`config.mk`:
```
export PLATFORM = sky130hd
export DESIGN_NAME = matrix_print_sequencer
export DESIGN_NICKNAME = d
export VERILOG_FILES = /design/src/rtl/matrix_print_sequencer.sv
export SDC_FILE = /design/constraint.sdc
export NUM_CORES = 1
export LEC_CHECK = 0
export CAP_MARGIN = 20
export CORE_MARGIN = 2
export CORE_UTILIZATION = 42
export DETAILED_ROUTE_END_ITERATION = 7
export PLACE_DENSITY = 0.81
export SYNTH_ARGS = -nofsm -noshare
export SYNTH_HDL_FRONTEND = slang
export SYNTH_SLANG_ARGS = --single-unit
```
`constraint.sdc`:
```
create_clock -name clk -period 3.3 [get_ports clk]
set_clock_uncertainty 0.2 [all_clocks]
set_input_delay 0.33 -clock clk [delete_from_list [all_inputs] [get_ports clk]]
set_output_delay 0.33 -clock clk [all_outputs]
set_load 0.02 [all_outputs]
```
`src/rtl/matrix_print_sequencer.sv`:
```
// Walks a small matrix in row-major order and drives the number sender one element at a time.
// Optional ID header line before the elements: define PRINT_ID_HEADER_EN.
module matrix_print_sequencer (
    input  logic               clk,
    input  logic               rst_n,
    input  logic               start,
    input  logic               abort,
    input  logic [3:0]         mat_id,
    input  logic [2:0]         mat_rows,
    input  logic [2:0]         mat_cols,
    input  logic [4:0]         mat_base,
    output logic               mem_rd_en,
    output logic [4:0]         mem_addr,
    input  logic signed [7:0]  mem_rdata,
    output logic               snd_start,
    output logic               snd_send_id,
    output logic               snd_send_newline,
    output logic               snd_is_last_col,
    output logic signed [31:0] snd_data,
    input  logic               snd_ready,
    input  logic               snd_done,
    output logic               busy,
    output logic               done,
    output logic               err
);
    typedef enum logic [3:0] {
        IDLE, CHECK, ID_ISSUE, ID_WAIT, RD, LATCH,
        EL_ISSUE, EL_WAIT, NL_ISSUE, NL_WAIT, FINISH
    } state_t;

    state_t     state;
    logic [2:0] rows_q, cols_q, row, col;
    logic [2:0] row_last, col_last;
    logic       fire;

    assign row_last = rows_q - 3'd1;
    assign col_last = cols_q - 3'd1;

    // Strobes follow snd_ready combinationally so they land on the very cycle the sender frees up.
    assign fire             = snd_ready & ~abort;
    assign busy             = (state != IDLE);
    assign mem_rd_en        = (state == RD) & ~abort;
    assign snd_send_newline = fire & (state == NL_ISSUE);
`ifdef PRINT_ID_HEADER_EN
    assign snd_start        = fire & ((state == EL_ISSUE) | (state == ID_ISSUE));
    assign snd_send_id      = fire & (state == ID_ISSUE);
`else
    assign snd_start        = fire & (state == EL_ISSUE);
    assign snd_send_id      = 1'b0;
`endif

    // mem_addr doubles as the latched base and then steps linearly, since row-major order is contiguous.
    always_ff @(posedge clk or negedge rst_n) begin
        if (!rst_n) begin
            state           <= IDLE;
            rows_q          <= '0;
            cols_q          <= '0;
            row             <= '0;
            col             <= '0;
            mem_addr        <= '0;
            snd_data        <= '0;
            snd_is_last_col <= 1'b0;
            done            <= 1'b0;
            err             <= 1'b0;
        end else begin
            done <= 1'b0;
            err  <= 1'b0;
            if (abort) begin
                state <= IDLE;
            end else begin
                case (state)
                    IDLE: if (start) begin
                        rows_q   <= mat_rows;
                        cols_q   <= mat_cols;
                        mem_addr <= mat_base;
                        snd_data <= {28'd0, mat_id};
                        state    <= CHECK;
                    end
                    CHECK: begin
                        if (rows_q == 3'd0 || rows_q > 3'd5 || cols_q == 3'd0 || cols_q > 3'd5) begin
                            err   <= 1'b1;
                            done  <= 1'b1;
                            state <= IDLE;
                        end else begin
                            row             <= '0;
                            col             <= '0;
                            snd_is_last_col <= 1'b1;
`ifdef PRINT_ID_HEADER_EN
                            state           <= ID_ISSUE;
`else
                            state           <= RD;
`endif
                        end
                    end
`ifdef PRINT_ID_HEADER_EN
                    ID_ISSUE: if (snd_ready) state <= ID_WAIT;
                    ID_WAIT:  if (snd_done)  state <= RD;
`endif
                    RD:    state <= LATCH;
                    LATCH: begin
                        snd_data        <= {{24{mem_rdata[7]}}, mem_rdata};
                        snd_is_last_col <= (col == col_last);
                        state           <= EL_ISSUE;
                    end
                    EL_ISSUE: if (snd_ready) state <= EL_WAIT;
                    EL_WAIT: if (snd_done) begin
                        mem_addr <= mem_addr + 5'd1;
                        if (col == col_last) begin
                            col <= '0;
                            if (row == row_last) begin
                                state <= NL_ISSUE;
                            end else begin
                                row   <= row + 3'd1;
                                state <= RD;
                            end
                        end else begin
                            col   <= col + 3'd1;
                            state <= RD;
                        end
                    end
                    NL_ISSUE: if (snd_ready) state <= NL_WAIT;
                    NL_WAIT:  if (snd_done)  state <= FINISH;
                    FINISH: begin
                        done  <= 1'b1;
                        state <= IDLE;
                    end
                    default: state <= IDLE;
                endcase
            end
        end
    end
endmodule

```
-- After elaboration in Yosys (flattened, before gate mapping)
Index checks and enable logic that the tools add are counted.
- bits in writable memories: 0
- register bits: 56
- memories: 0
- bits in latches: 0
- output and inout port bits: 45
- ROM bits: 0
- word-level logic and storage cells: 90
- bits of input ports: 29
- shifts and indexed selects: 0
- div/mod/pow operators: 0
- eq/ne operators: 20
- multipliers: 0
- bitwise operators: 5
- reductions and logical operators: 18
- $lt $le $gt $ge: 2
- mux-type cells: 30
- add/sub/neg operators: 5
- operator list (operator ; count):
    32-bit one-hot mux with 2 select lines ; 1
    32-bit 2-to-1 mux ; 1
    4-bit 2-to-1 mux ; 8
    4-bit one-hot mux with 8 select lines ; 1
    3-bit 2-to-1 mux ; 7
    4-bit by 3-bit == test with 1-bit output (second input constant) ; 4
    3-bit inequality test (second input constant) ; 5
    4-bit == test (second input constant) ; 3
    3-bit one-hot mux with 2 select lines ; 2
    5-bit 2-to-1 mux ; 2
    2-bit inequality test (second input constant) ; 5
    5-bit one-hot mux with 2 select lines ; 1
    3-bit AND reduction ; 3
    4-bit AND reduction ; 2
    2-bit nonzero test ; 4
    3-bit by 1-bit adder with 3-bit output (second input constant) ; 2
    3-bit == test ; 2
    3-bit greater-than comparator (second input constant) ; 2
    3-bit logical NOT ; 2
    6-bit AND reduction ; 1
    3-bit by 1-bit subtractor with 3-bit output (second input constant) ; 2
    5-bit by 1-bit adder with 5-bit output (second input constant) ; 1
    1-bit 2-to-1 mux ; 5
    5-bit AND reduction ; 1
    7 further kinds ; 13

-- Longest topological paths before layout
Gate-level depths: netlist (run 1).
- word-level depth: 7
- mapped depth: 7
- mapped depth without buffers: 7

-- Least setup slack after synthesis (run 1)
No wires, ideal clock.
- kind: reg2reg
- from: register cols_q[0]
- to: register row[2]
- library setup time: 0.118 ns
- clock period less this slack: 1.973 ns
- setup slack: 1.327 ns
- stages on the path, launching flop included: 8
- required time: 2.982 ns
- path buffers: 0
- arrival time: 1.655 ns
- path through: dfrtp_1 > inv_1 > ha_1 > xnor2_1 > nor3_2 > a31oi_1 > a41o_1 > a21o_1
- longest elaborated chain between the ends: 5
- elaborated cells between the ends (all ways): 9
- those cells by class: add/sub: 1; order compare: 1; eq/ne: 3; reduce/logical: 4
- ends and longest elaborated chain (element ; line ; text):
    start, declared ; 32 ; logic [2:0] rows_q, cols_q, row, col;
    start signal, assigned ; 74 ; cols_q <= mat_cols;
    parallel branches: the longest is 4 deep, another holds 3-bit by 1-bit subtractor with 3-bit output ; -- ;
    6-bit AND reduction (no source line) (*) ; -- ;
    end signal, assigned ; 113 ; row <= row + 3'd1;
    end, declared ; 32 ;
Every way passes the cells marked *.
A chain may end at the register's enable or synchronous reset.

-- Worst setup path after layout (run 1)
- from: register state[1]
- to: output port snd_start
- longest elaborated chain between the ends: 2
- ends and longest elaborated chain (element ; line ; text):
    start, declared ; 31 ; state_t state;
    start signal, assigned ; 55 ; state <= IDLE;
    start signal, assigned ; 69 ; state <= IDLE;
    start signal, assigned ; 77 ; state <= CHECK;
    4-bit by 3-bit == test with 1-bit output ; 48 ; assign snd_start = fire & (state == EL_ISSUE);
    1-bit AND ; 48 ;
    end, declared ; 15 ; output logic snd_start,
Every way passes these cells.

==> metrics, run 1 <==
status finished clean; drt drc 0; Post-CTS Resized 0; Post-Synth Adder-Cell Area 5.239%; IO Pins 74; Starting Density 42.91%; Max Slew Vio Count 0; syn_area_per_cell 9.070 sq um; CTS H-Tree Depth 2; Setup Buffers After CTS 0; Worst Max-Slew Pin Slew roughly 0.75 ns; CTS buffer count 5; final setup fails 0; Placement Cell Area 0.002729 sq mm; Die Span Y 75.54 um; CTS tree built; Synth Register Bits 32; largest family of logic cells by synthesized area simple AND/OR/NAND/NOR gates; CP Cell Sequence nor2b_1 -> nand2_1 -> nor3_1 -> clkdlybuf4s50_1; Final TNS setup 0 ns; fin crit share about 77%; critical path class flip-flop to primary output; Post-Synth XOR/XNOR Area between 3 and 4%; crit path time final 2.547 ns; Post-CTS Hold Fix Bufs 0; placer congestion estimate 0.7892; Util after Layout 56.69%; Row Count 26; Via-to-Cell Ratio just over 5; # clock sinks 32; Ys Warns 0; leading area contributor after synthesis dfrtp_1; Reg clk slew, reported paths 0.07 ns; top cells by area, synth dfrtp_1 (37%), buf_4 (8.7%), nand2_1 (6.1%); Seq/Total Area, Yosys 37.25%; share of cells above drive strength 1 6.993%; Root Buffer clkbuf_8; WP data arrival 2.02 ns; Inst Count DP 348; post-route antenna net violation count 0; Setup WS post-layout 0.7532 ns; Max Clk Rate 392.6 MHz; CP delay by family, top buffers and inverters; Post-Syn Instances 237; multiplexer area fraction after synthesis 3.318%; Synth Area in Compound Gates 14.55%; non-filler cells, final 356; Design Area, Final 0.002840 sq mm; max cap viols 0; GRT Overall Usage between 15 and 20%; Final HPWL DP around 3400 um; Max-slew headroom 50.04%; gr ovfl total 0; final hold violation count 0; vias post-DR 1793; vias in the first global route 1623; maximum VDD drop 0.2840 mV; number of nets in the layout 323; clock buffer depth 2; Simple-Gate Fraction of Synth Area 22.70%; first-pass GRT wire length 7376 um; WL/cell 12.81 um; worst-path fanout max 14; Iter 0 DRT Violations 75; Area Growth Syn to Fin 32.13%; Crit-path slowest cell clkdlybuf4s50_1; syn nets 275; largest net degree at the start of global routing 33; pwr dens 490.3 mW/mm^2; Netlist cell types 46; Worst EP required 2.77 ns; worst-skew pair later-pin latency 0.30 ns; DP Worst Slack 0.7981 ns; Worst setup EP type primary output; initial antenna violation count 0; Die Area 0.005706 sq mm; min-delay worst type primary input to async pin; Core ar. 0.005010 sq mm; n_diodes 0; final WL 4559 um; drt pass-1 iters 6; cell area after synthesis 0.002150 sq mm; P_leak roughly 1.2 nW; CP bufs+invs 1; Fillers 467; startpoint types flip-flop; Die Wd 75.54 um; CP max stage delay 0.63 ns; unrepaired setup endpoints after global routing no; top cell type's share of synthesized area 37.25%; I/O Buffers 72
==> per-stage QoR <==
step           power [mW]  hold slack (ns)
2_1_floorplan      0.8343          -0.1656
3_3_place_gp        1.008           0.2716
3_5_place_dp        1.019           0.2925
4_1_cts             1.406           0.2470
5_1_grt             1.480           0.2839
6_report            1.392           0.2340
==> area by class of cell <==
| cell class | instances | area [sq um] | share of cell area [%] |
|---|---|---|---|
| Clock buffer | 5 | 68.82 | 2.423 |
| Clock inverter | 3 | 42.54 | 1.498 |
| Inverter | 9 | 33.78 | 1.189 |
| Multi-Input combinational cell | 163 | 1071 | 37.71 |
| Sequential cell | 32 | 800.8 | 28.19 |
| Tap cell | 70 | 87.58 | 3.084 |
| Timing Repair Buffer | 74 | 735.7 | 25.90 |
==> logic make-up after synthesis <==
family,after synthesis
simple gates,93
compound gates,47
buf+inv,42
flops,32
fa+ha+maj,9
mux,7
xor+xnor,6
other cells,1
==> flip-flops by register name, summed over array words and instances, names as in the netlist <==
name / cells
snd_data: 8
mem_addr: 5
state: 4
col: 3
cols_q: 3
row: 3
rows_q: 3
done: 1
err: 1
snd_is_last_col: 1
==> Yosys cell counts, drive strengths merged <==
master and n:
buf 31, nor2 14, a41o 1, and3b 1, mux2 1, xor3 2
or3 2, nand3 6, clkbuf 2, o22ai 1, mux2i 6, nand2 36
nand3b 1, dfrtp 32, or4b 1, nor2b 5, ha 9, nand4b 2
and3 1, inv 9, nor3b 2, xnor2 4, a31oi 2, a22o 4
o32ai 1, a21oi 8, o31ai 5, nor3 10, conb 1, and4b 1
a21bo 1, a211oi 2, o21ai 21, nand2b 8, a21o 1, nor4 3
==> worst register-to-register path, stage by stage, from the launching register on <==
cell and delay, ns:
dfrtp_1 0.54, nor2b_4 0.26, nand3_1 0.34, o21ai_0 0.49
nand4b_1 0.22, o22ai_1 0.20
==> final timing paths <==
check,from,endpoint,slack [ns],depth (start not counted)
worst max-delay path,state[1],snd_start,0.75,4
worst min-delay path,rst_n,mem_addr[0],0.23,2
worst max register to register,state[2],row[1],0.97,5
worst min register to register,snd_data[2],snd_data[2],0.30,2
max in group asynchronous,rst_n,row[2],2.37,2
min in group clk,snd_data[2],snd_data[2],0.30,2
==> power by group <==
part | switching, mW | total (mW) | leakage [nW] | internal, mW
Sequential | 0.0613 | 0.513 | 0.413 | 0.452
Combinational | 0.256 | 0.497 | 0.701 | 0.241
Clock | 0.159 | 0.382 | 0.0541 | 0.223
==> placed cells by master, fill, tap and decap left out, drive strengths merged, types with 2 or more instances in the layout <==
master,count
clkdlybuf4s50,72
a22o,4
nor3b,2
clkbuf,5
nor4,3
nand3,6
nor3,10
o21ai,21
nor2b,5
a31oi,2
a21oi,8
or3,2
nand2b,8
ha,9
dfrtp,32
buf,2
xnor2,4
nand4b,2
mux2i,6
nand2,36
nor2,14
o31ai,5
a211oi,2
xor3,2
inv,9
==> layer usage <==
metal	vias to the layer above	part of all wire (%)	global-route usage, %
li1	887	-	-
met1	842	45	21.17
met2	57	47	28.31
met3	7	6.5	4.630
met4	0	1.6	6.433
met5	-	0	0
Power figures use the tool's default switching activity.
==> run 2, diff against run 1 <==
- CORE_UTILIZATION: 42 -> 41
- PLACE_DENSITY: 0.81 -> 0.82
- clock period: 3.3 -> 2.3 ns (I/O delays scaled with it)
==> metrics, run 2 (same netlist as run 1, synthesis figures left out) <==
commonest cells after routing, fill and taps aside clkdlybuf4s50_1 (68), nand2_1 (35), dfrtp_1 (29), o21ai_0 (16), nor2_1 (13); number of nets in the layout 328 (+1.5%); Via-to-Cell Ratio 4.981 (-1.1%); Critical path origin cols_q[0]; final setup fails 0 (unchanged); Max Clk Rate 469.5 MHz; Die Wd 76.41 um (+1.1%); Setup WS post-layout 0.1700 ns (-0.5832 ns); first-pass GRT wire length 8073 um (+9.4%); crit path time final 2.130 ns; IO Pins 74 (unchanged); Worst setup EP type flip-flop; non-filler cells, final 361 (+1.4%); final WL 4729 um (+3.7%); Core ar. 0.005075 sq mm (+1.3%); final hold slack 0.1346 ns (-0.09948 ns); Iter 0 DRT Violations 205 (+170%); max cap viols 0 (unchanged); Reg power frac 35.7% (-1.2 points); Reg2Reg Depth 6 (+1); worst-path fanout max 6 (-8); Fillers 468 (+0.21%); status finished clean; gr ovfl total 0 (unchanged); drt pass-1 iters 4 (-2); Sw Share 32.58% (-1.6 points); P_leak 1.232 nW (+5.4%); Root Buffer clkbuf_8; Row Count 26 (unchanged); fin crit share 92.61%; DP Worst Slack 0.1239 ns (-0.6743 ns); Design Area, Final 0.002907 sq mm (+2.3%); max reg flops 8 (unchanged); final hold violation count 0 (unchanged); commonest non-fill, non-tap cell in the layout clkdlybuf4s50_1; flop-to-flop setup slack 0.17 ns (-0.80 ns); Max Slew Vio Count 0 (unchanged); clock buffer depth 2 (unchanged); largest registers snd_data x8, mem_addr x5, state x4; unrepaired setup endpoints after global routing no; share of cells above drive strength 1 10.31% (+3.3 points); WL/cell 13.10 um (+2.3%); startpoint types flip-flop; Final HPWL DP 3524 um (+4.0%); Final TNS setup 0 ns (unchanged); CTS buffer count 5 (unchanged); drt drc 0 (unchanged); Worst EP required 2.28 ns (-0.49 ns); vias in the first global route 1701 (+4.8%); Setup Buffers After CTS 0 (unchanged); placer congestion estimate 0.7889 (about the same); Inst Count DP 353 (+1.4%); Reg clk slew, reported paths 0.07 ns (about the same); Die Span Y 76.41 um (+1.1%); n_diodes 0 (unchanged); Util after Layout 57.27% (+0.58 points); Pwr Total 2.067 mW (+48%); vias post-DR 1798 (+0.28%); RR Startpoint cols_q[0]; worst-skew pair later-pin latency 0.29 ns (about the same); CTS tree built; Area Growth Syn to Fin 35.22%; CTS H-Tree Depth 2 (unchanged); critical path class flip-flop to flip-flop; Die Area 0.005838 sq mm (+2.3%); initial antenna violation count 0 (unchanged); post-route antenna net violation count 0 (unchanged); Starting Density 42.36% (-0.55 points); Psw 0.6733 mW (+41%); I/O Buffers 72 (unchanged); largest net degree at the start of global routing 33 (unchanged); Largest Register snd_data; Placement Cell Area 0.002766 sq mm (+1.4%); Clock Power Share 28.6% (+1.2 points); Post-CTS Hold Fix Bufs 0 (unchanged); pwr dens 711.1 mW/mm^2 (+45%); WP data arrival 2.11 ns (+0.09 ns); # clock sinks 32 (unchanged); Internal 1.394 mW (+52%); min-delay worst type primary input to async pin; FF-to-FF End col[0]; Comb power frac 35.7% (about the same); maximum VDD drop 0.3418 mV (+20%); critical path endpoint col[0]; GRT Overall Usage 17.22% (+0.19 points)
==> run 2: area by class of cell <==
class	count	area, sq um	share of cell area (%)
multi-input combinational	163	1082	37.24
clock buffer	7	96.34	3.315
clock inverter	1	30.03	1.033
timing repair buffer	79	772.0	26.56
inverter	9	33.78	1.162
sequential	32	804.5	27.68
tap	70	87.58	3.013
==> run 2: metal layers <==
metal	wire length, um	global-route usage (%)	part of all wire (%)
met2	2278	28.05	48
met4	86	7.091	1.8
met3	271	4.739	5.7
met5	0	0	0
met1	2092	21.53	44
==> run 2: power groups by stage <==
| stage | combinational [mW] | clock (mW) | sequential, mW |
|---|---|---|---|
| floorplan | 0.407 | 0 | 0.790 |
| global placement | 0.720 | 0 | 0.742 |
| detailed placement | 0.739 | 0 | 0.745 |
| CTS | 0.743 | 0.605 | 0.737 |
| global route | 0.810 | 0.624 | 0.752 |
| finish | 0.738 | 0.591 | 0.738 |
==> run 2: worst min path at each step <==
stage	from	slack, ns	endpoint
after global placement	snd_data[3]	0.27	snd_data[3]
after CTS	rst_n	0.14	col[1]
final	rst_n	0.13	mem_addr[3]
after detailed placement	snd_data[3]	0.28	snd_data[3]
after floorplan	rst_n	-0.27	col[0]
after global routing	rst_n	0.19	rows_q[2]
==> run 2: repair_timing <==
action	4_1_cts	5_1_grt
endpoints found under the hold margin	0	0
setup endpoints to repair	4	30
gates resized for setup	5	5
==> run 2: critical path, cell delays in order (launching register included) <==
cell and delay (ns):
dfrtp_1 0.40, inv_1 0.11, ha_1 0.21, a22o_1 0.27, o31ai_4 0.34, nand4b_1 0.20
mux2_2 0.30
